## src/rtl/ibuf_loader_if.sv

```systemverilog
//----------------------------------------------------------------------------
// ibuf_loader_if
//
// Bundles the load stream, load status and PE read port of the instruction
// buffer writer.
//
//   master : drives loadStart/loadCount, inData/inValid, rdAddr/noStall;
//            observes inReady, loadBusy, loadDone, dataOut.
//   slave  : the ibuf_loader side (mirror of master).
//
// Optional: IBUF_LOAD_CHECKSUM_EN adds loadChecksum (XOR of the words
// written by the current load).
//----------------------------------------------------------------------------
interface ibuf_loader_if #(
    parameter int addrLen = 5,
    parameter int dataLen = 32,
    parameter int busLen  = 8
);
    logic                 loadStart;
    logic [addrLen:0]     loadCount;
    logic [busLen-1:0]    inData;
    logic                 inValid;
    logic                 inReady;
    logic                 loadBusy;
    logic                 loadDone;
    logic [addrLen-1:0]   rdAddr;
    logic                 noStall;
    logic [dataLen-1:0]   dataOut;
`ifdef IBUF_LOAD_CHECKSUM_EN
    logic [dataLen-1:0]   loadChecksum;
`endif

    modport master (
        output loadStart, loadCount, inData, inValid, rdAddr, noStall,
        input  inReady, loadBusy, loadDone, dataOut
`ifdef IBUF_LOAD_CHECKSUM_EN
        , input loadChecksum
`endif
    );

    modport slave (
        input  loadStart, loadCount, inData, inValid, rdAddr, noStall,
        output inReady, loadBusy, loadDone, dataOut
`ifdef IBUF_LOAD_CHECKSUM_EN
        , output loadChecksum
`endif
    );
endinterface

```

## src/rtl/ibuf_loader.sv

```systemverilog
//----------------------------------------------------------------------------
// ibuf_loader
//
// Writer side of a PE instruction buffer. A narrow valid/ready beat stream
// is packed little-endian (first beat in the low bits) into dataLen-bit
// words which are written sequentially into a (1<<addrLen)-deep RAM. The
// PE reads the RAM through a registered, stall-gated port.
//
// Ports:
//   clk    : clock
//   reset  : asynchronous, active-high reset
//   bus    : ibuf_loader_if.slave
//            loadStart/loadCount  start a load of min(loadCount, depth) words
//            inData/inValid/inReady  beat stream (accept = inValid & inReady)
//            loadBusy             high while loading
//            loadDone             one-cycle pulse when the load completes
//            rdAddr/noStall       read request; dataOut updates only if noStall
//            dataOut              registered instruction word
//
// Optional: define IBUF_LOAD_CHECKSUM_EN to add bus.loadChecksum.
// peId identifies the PE for debug only and has no functional effect.
//----------------------------------------------------------------------------
module ibuf_loader #(
    parameter int addrLen = 5,
    parameter int dataLen = 32,
    parameter int busLen  = 8,
    parameter int peId    = 1
) (
    input logic          clk,
    input logic          reset,
    ibuf_loader_if.slave bus
);
    localparam int BPW   = dataLen / busLen;
    localparam int BCW   = (BPW > 1) ? $clog2(BPW) : 1;
    localparam int DEPTH = 1 << addrLen;

    localparam logic [addrLen:0] DEPTH_W   = {1'b1, {addrLen{1'b0}}};
    localparam logic [addrLen:0] ONE_W     = {{addrLen{1'b0}}, 1'b1};
    localparam logic [BCW-1:0]   BEAT_LAST = BCW'(BPW - 1);

    if ((dataLen % busLen) != 0 || peId < 0) begin : g_param_check
        $error("ibuf_loader: dataLen must be a multiple of busLen and peId >= 0");
    end

    typedef enum logic {IDLE, LOAD} state_t;

    state_t               state;
    logic                 inReadyQ;
    logic                 loadBusyQ;
    logic                 loadDoneQ;
    logic [dataLen-1:0]   dataOutQ;
    logic [addrLen-1:0]   wrAddr;
    logic [addrLen-1:0]   lastAddr;     // index of the final word of this load
    logic [BCW-1:0]       beatCnt;
    logic [dataLen-1:0]   shiftReg;     // beat-slotted word assembly register
    logic [dataLen-1:0]   assembled;    // shiftReg with the current beat merged in
    logic [addrLen:0]     clamped;
    logic                 accept;
    logic                 wordDone;
`ifdef IBUF_LOAD_CHECKSUM_EN
    logic [dataLen-1:0]   checksum;
`endif

    logic [dataLen-1:0]   mem [DEPTH];

    // NOTE: every variable written here gets a full default first, so no
    // path leaves it unassigned and no latch is inferred.
    always_comb begin
        clamped   = (bus.loadCount > DEPTH_W) ? DEPTH_W : bus.loadCount;
        assembled = shiftReg;
        assembled[beatCnt*busLen +: busLen] = bus.inData;
    end

    assign accept   = (state == LOAD) && bus.inValid && inReadyQ;
    // The BPW-th beat completes a word; it is written on this same edge
    // using the merged value, so the last beat never sits in shiftReg.
    assign wordDone = accept && (beatCnt == BEAT_LAST);

    // NOTE: sequential state uses non-blocking assignments so every
    // register samples pre-edge values regardless of statement order.
    always_ff @(posedge clk or posedge reset) begin
        if (reset) begin
            state     <= IDLE;
            inReadyQ  <= 1'b0;
            loadBusyQ <= 1'b0;
            loadDoneQ <= 1'b0;
            wrAddr    <= '0;
            lastAddr  <= '0;
            beatCnt   <= '0;
            shiftReg  <= '0;
`ifdef IBUF_LOAD_CHECKSUM_EN
            checksum  <= '0;
`endif
        end else begin
            loadDoneQ <= 1'b0;
            case (state)
                IDLE: begin
                    if (bus.loadStart) begin
                        wrAddr   <= '0;
                        beatCnt  <= '0;
                        lastAddr <= addrLen'(clamped - ONE_W);
`ifdef IBUF_LOAD_CHECKSUM_EN
                        checksum <= '0;
`endif
                        if (clamped == '0) begin
                            loadDoneQ <= 1'b1;
                        end else begin
                            state     <= LOAD;
                            inReadyQ  <= 1'b1;
                            loadBusyQ <= 1'b1;
                        end
                    end
                end
                LOAD: begin
                    // loadStart is deliberately not examined here.
                    if (accept) begin
                        shiftReg <= assembled;
                        if (wordDone) begin
                            beatCnt <= '0;
                            wrAddr  <= wrAddr + addrLen'(1);
`ifdef IBUF_LOAD_CHECKSUM_EN
                            checksum <= checksum ^ assembled;
`endif
                            if (wrAddr == lastAddr) begin
                                state     <= IDLE;
                                inReadyQ  <= 1'b0;
                                loadBusyQ <= 1'b0;
                                loadDoneQ <= 1'b1;
                            end
                        end else begin
                            beatCnt <= beatCnt + BCW'(1);
                        end
                    end
                end
                default: state <= IDLE;
            endcase
        end
    end

    // NOTE: the RAM has no reset; contents persist across reset so words
    // already loaded stay valid, and the array maps onto plain RAM.
    always_ff @(posedge clk) begin
        if (wordDone) begin
            mem[wrAddr] <= assembled;
        end
    end

    // Read and write sample on the same edge, so a read of the address
    // being written returns the previous contents.
    always_ff @(posedge clk or posedge reset) begin
        if (reset) begin
            dataOutQ <= '0;
        end else if (bus.noStall) begin
            dataOutQ <= mem[bus.rdAddr];
        end
    end

    assign bus.inReady  = inReadyQ;
    assign bus.loadBusy = loadBusyQ;
    assign bus.loadDone = loadDoneQ;
    assign bus.dataOut  = dataOutQ;
`ifdef IBUF_LOAD_CHECKSUM_EN
    assign bus.loadChecksum = checksum;
`endif

endmodule

```

## src/flat_wrapper.sv

```systemverilog
// flat-port wrapper written by rule: the top's interface ports become plain ports
module ibuf_loader_flat 
#(
    parameter int addrLen = 5,
    parameter int dataLen = 32,
    parameter int busLen  = 8,
    parameter int peId    = 1
)
  (clk, reset, bus_loadStart, bus_loadCount, bus_inData, bus_inValid, bus_rdAddr, bus_noStall, bus_inReady, bus_loadBusy, bus_loadDone, bus_dataOut);
  ibuf_loader_if #(.addrLen(addrLen), .dataLen(dataLen), .busLen(busLen)) bus_i ();
  input logic clk;
  input logic reset;
  input wire logic [$bits(bus_i.loadStart)-1:0] bus_loadStart;
  input wire logic [$bits(bus_i.loadCount)-1:0] bus_loadCount;
  input wire logic [$bits(bus_i.inData)-1:0] bus_inData;
  input wire logic [$bits(bus_i.inValid)-1:0] bus_inValid;
  input wire logic [$bits(bus_i.rdAddr)-1:0] bus_rdAddr;
  input wire logic [$bits(bus_i.noStall)-1:0] bus_noStall;
  output wire logic [$bits(bus_i.inReady)-1:0] bus_inReady;
  output wire logic [$bits(bus_i.loadBusy)-1:0] bus_loadBusy;
  output wire logic [$bits(bus_i.loadDone)-1:0] bus_loadDone;
  output wire logic [$bits(bus_i.dataOut)-1:0] bus_dataOut;
  assign bus_i.loadStart = bus_loadStart;
  assign bus_i.loadCount = bus_loadCount;
  assign bus_i.inData = bus_inData;
  assign bus_i.inValid = bus_inValid;
  assign bus_i.rdAddr = bus_rdAddr;
  assign bus_i.noStall = bus_noStall;
  assign bus_inReady = bus_i.inReady;
  assign bus_loadBusy = bus_i.loadBusy;
  assign bus_loadDone = bus_i.loadDone;
  assign bus_dataOut = bus_i.dataOut;
  ibuf_loader #(.addrLen(addrLen), .dataLen(dataLen), .busLen(busLen), .peId(peId)) u_core (.clk(clk), .reset(reset), .bus(bus_i));
endmodule
```

## config.mk

```make
export PLATFORM = sky130hd
export DESIGN_NAME = ibuf_loader_flat
export DESIGN_NICKNAME = d
export VERILOG_FILES = /design/src/rtl/ibuf_loader_if.sv /design/src/rtl/ibuf_loader.sv /design/src/flat_wrapper.sv
export SDC_FILE = /design/constraint.sdc
export NUM_CORES = 1
export LEC_CHECK = 0
export CORE_MARGIN = 2
export CORE_UTILIZATION = 35
export CTS_CLUSTER_SIZE = 24
export DETAILED_ROUTE_END_ITERATION = 8
export PLACE_DENSITY_LB_ADDON = 0.2
export SKIP_LAST_GASP = 1
export SLEW_MARGIN = 25
export SYNTH_ARGS = -nofsm -noshare
export SYNTH_HDL_FRONTEND = slang
export SYNTH_SLANG_ARGS = --single-unit
```

## constraint.sdc

```tcl
create_clock -name clk -period 2.62 [get_ports clk]
set_input_delay 0.524 -clock clk [delete_from_list [all_inputs] [get_ports clk]]
set_output_delay 0.524 -clock clk [all_outputs]
set_load 0.02 [all_outputs]
```

==> metrics.yaml, run 1 <==
clock_path_buffers: 3
ys_ff_latch: 1103
die_area_mm2: 0.1270
crit_arrival_ns: 2.96
comb_power_share: 0.136
worst_pin_slew_ns: 0.5929
place_hpwl_um: 73870
skew_ns: 0.04910
powerDensity_mw_per_mm2: 843.8
post_drt_wl_per_cell_um: 27.45
drv_slew: 0
die_h_um: 356.4
syn-mean-instance-area_um2: 17.72
dieWidth_um: 356.4
synth_nets: 2488
power_frac_seq: 0.495
antenna_found_initial: 2
min_period_ns: 2.475
grt_pass1_wl_um: 175000
final_cell_mix: "1,024 x edfxtp_1, 512 x mux2i_1, 256 x a22oi_1, 135 x buf_4, 129 x a21oi_1"
track_usage: 0.1928
maxSlewHeadroom: 0.6048
slowest_stage: "dfrtp_1"
r2r_slack_ns: 0.14
place_congestion: 0.7810
cts_sinks: 1103
critical_path.max_stage_delay_ns: 0.46
grt_pass1_vias: 23821
dr.pass1.iters: 5
ys_types: 45
clk_latency_ns: 0.74
power_frac_clock: 0.369
drc: 0
final_common_cell: "edfxtp_1"
synth_cells: 2453
setup_viol: 0
start_util: 0.3521
yosys_warnings: 0
drt-total-wl_um: 122900
busiest_layer: "met2"
startpoint: "u_core.beatCnt[0]"
grt_max_degree: 63
io_pins: 59
synth_area_mm2: 0.04348
diodes: 0
area_growth_pct: 21.34
hold_viol: 0
port_buffers: 58
worstPathCellList: "inv_1 > ha_1 > nor4bb_1 > buf_4 > nand2_1 > o21ai_2 > buf_4"
fin_nets: 2776
crit_type: "flip-flop to flip-flop"
instances_no_fill: 4477
async_reset_ff_frac: 0.07162
met3_usage: 0.02997
drive_above_1_share: 0.1866
core_mm2: 0.1235
crit_path_frequent_cell: "buf_4"
drv_cap: 0
ys_dominant_reg_cell: "edfxtp_1"
cts_tree: "yes"
vias_per_cell: 5.291
cts_buffers: 114
ant_nets: 0
drt_iter0_drc: 2332
yosysSeqAreaShare: 0.7528
cts_max_level: 3
r2r-end: "u_core.mem[8][3]"
fmax_mhz: 404.0
post-route-util: 0.4272
total_power_mw: 44.51
via_count: 23686
root_buffer: "clkbuf_16"
gr-total-overflow: 0
hold_ws_ns: 0.1963
swShare: 0.2514
cp.required_ns: 3.10
placed_cells: 4262
status: "completed"
std_cell_rows: 129
path_max_fanout: 32
clk_pin_slew_ns: 0.06
crit_family: "buffers and inverters"
r2r_start: "u_core.beatCnt[0]"
period_share: 0.9447
grt_use_met2: 0.3193
grtUsageMet1: 0.2626
synth_edf_count: 1024
rsz0062_at_grt: "true"
crit_path_start_kind: "flip-flop"
switching_power_mw: 11.19
critPathCaptureType: "flip-flop"
p_leak_nw: 18.67
path_buf_inv: 3
ir_drop_mv: 0.5744
hold_class: "input port to asynchronous set/reset pin"
rr_worst_depth: 7
intPower_mw: 33.32
==> state kept, by name, summed over array words and instances, names as in the netlist <==
register	flops
u_core.shiftReg	32
u_core.state	1
u_core.bus.inReady	1
u_core.bus.loadDone	1
u_core.beatCnt	2
u_core.mem	1024
u_core.bus.dataOut	32
u_core.lastAddr	5
u_core.wrAddr	5
==> per-stage QoR <==
step                setup TNS [ns]  setup slack [ns]  cell area [um^2]
global placement            -7.898           -0.4377             48910
CTS                              0            0.1442             52740
floorplan                  -313.40           -0.3606             43490
global route               -0.7574          -0.02198             52750
finish                           0            0.1449             52750
detailed placement          -7.788           -0.4478             48910
==> cell usage after synthesis (all sizes together), types with 5 or more instances <==
library cell,n,area [um^2]
nor2b,6,37.54
nand2,41,153.9
nor3,6,40.04
nand2b,6,37.54
nor4,33,221.5
mux2,56,630.6
mux2i,512,5125
xor2,5,43.79
edfxtp,1024,30750
clkbuf,58,229.0
a21oi,129,645.6
a22o,18,157.7
inv,30,112.6
dfrtp,79,1977
buf,85,748.2
nor2,40,150.1
ha,11,137.6
a22oi,256,1922
o21ai,29,145.1
==> routing by layer <==
| layer | vias to the layer above | routed length [um] |
|---|---|---|
| li1 | 10379 | - |
| met2 | 722 | 59810 |
| met1 | 12411 | 53430 |
| met5 | - | 0 |
| met4 | 0 | 3032 |
| met3 | 174 | 6619 |
==> cell families after synthesis <==
group                    synth area share
XOR/XNOR                         0.001813
flip-flops                         0.7528
buffers and inverters             0.02507
multiplexers                       0.1324
AND/OR/NAND/NOR                   0.01741
adder cells (fa/ha/maj)          0.003166
AO/OA/AOI/OAI                     0.06740
==> power by group through the flow <==
stage,Combinational (mW),Clock [mW],Sequential (mW)
after floorplan,2.82,0,22.5
after global placement,5.90,0,22.4
after detailed placement,6.10,0,22.4
after CTS,6.11,16.8,22.0
after global routing,6.57,17.5,22.1
final,6.06,16.4,22.0
==> final cells by class <==
cell class	instances	area [um^2]
Clock buffer	153	3079
Clock inverter	62	757.0
Fill cell	10841	70720
Inverter	30	115.1
Multi-Input combinational cell	1177	9998
Sequential cell	1103	32730
Tap cell	1637	2048
Timing Repair Buffer	315	4028
==> what timing repair did <==
| action | in CTS | in global routing |
|---|---|---|
| setup endpoints to repair | 0 | 93 |
| hold buffers | 0 | 0 |
| gates resized for setup | 0 | 2 |
| setup buffers | 0 | 0 |
==> worst max path at each step <==
| stage | slack, ns | end | depth (start not counted) |
|---|---|---|---|
| 3_5_place_dp | -0.45 | u_core.bus.dataOut[6] | 9 |
| 3_3_place_gp | -0.44 | u_core.bus.dataOut[6] | 9 |
| 2_1_floorplan | -0.36 | u_core.mem[31][0] | 5 |
| 5_1_grt | -0.02 | u_core.mem[10][3] | 7 |
| 4_1_cts | 0.14 | u_core.mem[2][0] | 7 |
| 6_report | 0.14 | u_core.mem[8][3] | 7 |
No activity file was read; power rests on OpenSTA's default activity.
==> run 2, diff against run 1 <==
- HOLD_SLACK_MARGIN: unset -> 0.12
- TNS_END_PERCENT: unset -> 5
==> run 2 against run 1 <==
- clock power down 7%
- core utilization down 0.26 points
- count of clock-buffer cells in the layout up 1
- combinational power up 1%
- non-clock buffer count down 29
- die area unchanged
- flip-flop and latch count unchanged
- hold slack worse by 0.011 ns
- register-to-register slack about the same
- power down 2.5%
- largest cell class unchanged
==> metrics.yaml, run 2 (synthesis gave the netlist of run 1 again) <==
clock_path_buffers: 3  # unchanged
min_period_ns: 2.472  # -0.002884 ns
hold_ws_ns: 0.1857  # -0.01056 ns
comb_power_share: 0.142  # +0.006
holdBufCountCts: 0  # unchanged
maxSlewHeadroom: 0.6230  # +0.01820
grt_max_degree: 51  # -19%
grt_pass1_wl_um: 174900  # about the same
hold_class: "input port to asynchronous set/reset pin"
io_pins: 59  # unchanged
dr.pass1.iters: 6  # +1
die_h_um: 356.4  # unchanged
hold_viol: 0  # unchanged
skew_ns: 0.02501  # -0.02409 ns
place_hpwl_um: 73720  # -0.21%
clk_pin_slew_ns: 0.06  # about the same
gr-total-overflow: 0  # unchanged
cp.required_ns: 3.14  # +0.04 ns
fin_nets: 2745  # -1.1%
rsz0062_at_grt: "false"
final_cell_mix: "1,024 x edfxtp_1, 512 x mux2i_1, 256 x a22oi_1, 142 x buf_12, 129 x a21oi_1"
fmax_mhz: 404.5  # +0.12%
cts_max_level: 3  # unchanged
setup_viol: 0  # unchanged
core_mm2: 0.1235  # unchanged
cts-resized-gates: 0  # unchanged
path_max_fanout: 32  # unchanged
std_cell_rows: 129  # unchanged
cts_tree: "yes"
drc: 0  # unchanged
cts_buffers: 112  # -1.8%
drt-total-wl_um: 123400  # +0.38%
final_common_cell: "edfxtp_1"
critPathCaptureType: "flip-flop"
vias_per_cell: 5.320  # +0.56%
cts_sinks: 1103  # unchanged
drt_iter0_drc: 2170  # -6.9%
switching_power_mw: 10.97  # -1.9%
power_frac_clock: 0.351  # -0.018
die_area_mm2: 0.1270  # unchanged
port_buffers: 58  # unchanged
power_frac_seq: 0.508  # +0.013
powerDensity_mw_per_mm2: 827.6  # -1.9%
swShare: 0.2529  # +0.001519
period_share: 0.9436  # -0.001101
crit_arrival_ns: 2.99  # +0.03 ns
antenna_found_initial: 1  # -1
post_drt_wl_per_cell_um: 27.74  # +1.1%
post-cts-setup-buffer-count: 0  # unchanged
start_util: 0.3521  # unchanged
drive_above_1_share: 0.1772  # -0.009396
design_area_mm2: 0.05243  # -0.61%
status: "completed"
drv_slew: 0  # unchanged
via_count: 23660  # -0.11%
intPower_mw: 32.42  # -2.7%
dpl_cell_area_mm2: 0.04895  # about the same
dieWidth_um: 356.4  # unchanged
crit_path_start_kind: "flip-flop"
crit_type: "flip-flop to flip-flop"
diodes: 0  # unchanged
post-route-util: 0.4246  # -0.002594
largest-register: "u_core.mem"
largest_reg_flops: 1024  # unchanged
root_buffer: "clkbuf_16"
worst_pin_slew_ns: 0.5613  # -0.03152 ns
p_leak_nw: 18.42  # -1.3%
ant_nets: 0  # unchanged
area_growth_pct: 20.60
clk_latency_ns: 0.70  # -0.04 ns
ir_drop_mv: 0.5969  # +3.9%
place_congestion: 0.7979  # +2.2%
grt_pass1_vias: 23837  # +0.067%
track_usage: 0.1930  # +0.0002228
setup_tns_ns: 0  # unchanged
drv_cap: 0  # unchanged
==> run 2: cell count changes in the layout (fill, tap and decap cells not counted), moves of 3 or more <==
cell	before	now
clkbuf_1	31	36
bufinv_16	13	4
clkinv_1	23	20
clkinv_2	14	20
inv_6	2	5
buf_4	135	86
buf_12	121	142
clkbuf_8	8	5
clkinv_16	4	0
clkinvlp_4	2	7
==> run 2: worst paths after layout <==
path,depth (start not counted),startpoint,end,slack [ns]
min reg2reg,1,u_core.shiftReg[19],u_core.shiftReg[19],0.49
max,7,u_core.beatCnt[0],u_core.mem[30][4],0.15
min in group clk,2,bus_noStall,u_core.bus.dataOut[10],0.39
max in group asynchronous,3,reset,u_core.bus.dataOut[3],1.78
min,2,reset,u_core.bus.dataOut[31],0.19
max reg2reg,7,u_core.beatCnt[0],u_core.mem[30][4],0.15
==> run 2: per-stage QoR <==
| step | power [mW] | setup slack, ns | cells |
|---|---|---|---|
| floorplan | 25.33 | -0.3606 | 2453 |
| global placement | 28.37 | -0.1634 | 4233 |
| detailed placement | 28.60 | -0.2370 | 4233 |
| CTS | 43.75 | 0.1007 | 4447 |
| global route | 44.96 | 0.04961 | 4447 |
| finish | 43.39 | 0.1477 | 4447 |
==> run 2: metal layers <==
layer,GRT usage,vias up,wire length (um)
li1,-,10329,-
met1,0.2636,12411,54050
met2,0.3186,755,59640
met3,0.03217,163,6966
met4,0.05300,2,2694
met5,0,-,12
==> run 2: cell type report <==
type                       count  area [um^2]
fill                       10793        71040
multi-input combinational   1177         9992
clock inverter                60        449.2
sequential                  1103        32730
tap                         1637         2048
clock buffer                 154         3032
timing repair buffer         286         4069
inverter                      30        115.1
==> run 2: critical path, cell delays in order, from the launching register on <==
cell      delay, ns
dfrtp_1        0.45
inv_1          0.20
ha_1           0.43
nor4bb_1       0.34
buf_4          0.25
nand2_1        0.20
o21ai_2        0.18
buf_12         0.22
==> run 2: power groups by stage <==
stage	Clock (mW)	Sequential (mW)	Combinational, mW
finish	15.2	22.0	6.14
global route	16.2	22.1	6.65
floorplan	0	22.5	2.81
detailed placement	0	22.4	6.20
CTS	15.5	22.0	6.21
global placement	0	22.4	5.98
==> run 3, diff against run 2 <==
- CORE_UTILIZATION: 35 -> 56
==> run 3 against run 2 <==
- fmax shrank 2.6%
- via count is 1.8% higher
- first-iteration DRC count up 29%
- critical path type unchanged
- largest power group unchanged
- cell count is 13% lower
- critical path depth stayed put
- design area fell by 1.6%
- global-route usage is 9.3 points higher
- wire length decreased by 9.3%
==> metrics.yaml, run 3 (synthesis gave the netlist of run 1 again) <==
status: "completed"
cp.required_ns: 3.06  # -0.08 ns
die_area_mm2: 0.07988  # -37%
gr-total-overflow: 0  # unchanged
placed_cells: 3649  # -14%
critPathCaptureType: "flip-flop"
fin_nets: 2755  # +0.36%
clk_latency_ns: 0.68  # -0.02 ns
largest-register: "u_core.mem"
ir_drop_mv: 0.6672  # +12%
cts_max_level: 3  # unchanged
post_drt_wl_per_cell_um: 28.99  # +4.5%
clock_path_buffers: 3  # unchanged
port_buffers: 58  # unchanged
drc: 0  # unchanged
cts_sinks: 1103  # unchanged
root_buffer: "clkbuf_16"
dieWidth_um: 282.6  # -21%
crit_arrival_ns: 2.97  # -0.02 ns
powerDensity_mw_per_mm2: 835.5  # +0.96%
instances_no_fill: 3860  # -13%
place_worst_setup_slack_ns: -0.5639  # -0.3269 ns
rsz0062_at_grt: "true"
path_max_fanout: 32  # unchanged
ant_nets: 0  # unchanged
drv_slew: 0  # unchanged
largest_reg_flops: 1024  # unchanged
final_cell_mix: "1,024 x edfxtp_1, 512 x mux2i_1, 256 x a22oi_1, 129 x a21oi_1, 122 x buf_12"
layout_setup_ws_ns: 0.08270  # -0.06504 ns
final_common_cell: "edfxtp_1"
hold_ws_ns: 0.1730  # -0.01269 ns
start_util: 0.5631  # +0.2110
period_share: 0.9684  # +0.02482
drv_cap: 0  # unchanged
std_cell_rows: 102  # -21%
design_area_mm2: 0.05162  # -1.6%
hold_viol: 0  # unchanged
vias_per_cell: 6.239  # +17%
holdBufCountCts: 0  # unchanged
cts_tree: "yes"
post-cts-setup-buffer-count: 0  # unchanged
cts_buffers: 109  # -2.7%
place_congestion: 0.8487  # +6.4%
place_hpwl_um: 66520  # -9.8%
via_count: 24084  # +1.8%
cts-resized-gates: 0  # unchanged
p_leak_nw: 18.47  # +0.27%
die_h_um: 282.6  # -21%
hold_class: "input port to asynchronous set/reset pin"
grt_pass1_wl_um: 162700  # -7.0%
drt-total-wl_um: 111900  # -9.3%
crit_type: "flip-flop to flip-flop"
dr.pass1.iters: 6  # unchanged
antenna_found_initial: 4  # +3
area_growth_pct: 18.73
setup_tns_ns: 0  # unchanged
crit_path_start_kind: "flip-flop"
core_mm2: 0.07721  # -37%
skew_ns: 0.03404  # +0.009029 ns
dpl_cell_area_mm2: 0.04801  # -1.9%
io_pins: 59  # unchanged
clk_pin_slew_ns: 0.06  # about the same
track_usage: 0.2857  # +0.09264
drt_iter0_drc: 2794  # +29%
fmax_mhz: 394.1  # -2.6%
maxSlewHeadroom: 0.5173  # -0.1057
drive_above_1_share: 0.1793  # +0.002108
grt_pass1_vias: 24195  # +1.5%
setup_viol: 0  # unchanged
min_period_ns: 2.537  # +0.06504 ns
worst_pin_slew_ns: 0.7181  # +0.1567 ns
fill_cells: 5048  # -53%
grt_max_degree: 54  # +5.9%
-- run 3: per-stage QoR --
step,utilization,total power [mW]
6_report,0.6685,43.13
5_1_grt,0.6684,44.57
4_1_cts,0.6683,43.31
3_5_place_dp,0.6217,28.00
3_3_place_gp,0.6217,27.72
2_1_floorplan,-,25.33
-- run 3: layout make-up --
type,instances,area (um^2),share of cell area
clock buffer,163,3124,0.06053
sequential,1103,32730,0.6340
inverter,30,115.1,0.002230
tap,1040,1301,0.02521
timing repair buffer,299,3916,0.07587
multi-input combinational,1177,9953,0.1928
antenna,4,10.01,0.0001939
clock inverter,44,471.7,0.009138
-- run 3: per-layer routing --
layer  vias up  track usage  wire, um
met4         4       0.1064      4147
li1      10340            -         -
met5         -            0        20
met2      1171       0.4508     52810
met3       235      0.05493      9419
met1     12334       0.3990     45500
-- run 3: critical path, cell delays in order (launching register included) --
cell and delay, ns:
dfrtp_1 0.45, inv_1 0.20, ha_1 0.48, nand2_1 0.12, nor3_2 0.46, nand2_1 0.13
o21ai_2 0.10, buf_4 0.34
-- run 3: report_power, final --
group          switching (mW)  internal (mW)  total (mW)
Combinational            3.70           1.95        5.64
Clock                    6.42           9.04        15.5
Sequential              0.317           21.7        22.0
-- run 3: final timing paths --
path	from	to	slack, ns	depth (start not counted)
hold reg to reg	u_core.shiftReg[23]	u_core.shiftReg[23]	0.49	1
setup reg to reg	u_core.beatCnt[0]	u_core.mem[22][11]	0.08	7
min in group clk	u_core.shiftReg[23]	u_core.shiftReg[23]	0.49	1
hold / removal	reset	u_core.lastAddr[3]	0.17	2
setup / recovery	u_core.beatCnt[0]	u_core.mem[22][11]	0.08	7
max in group asynchronous	reset	u_core.bus.dataOut[26]	1.84	3
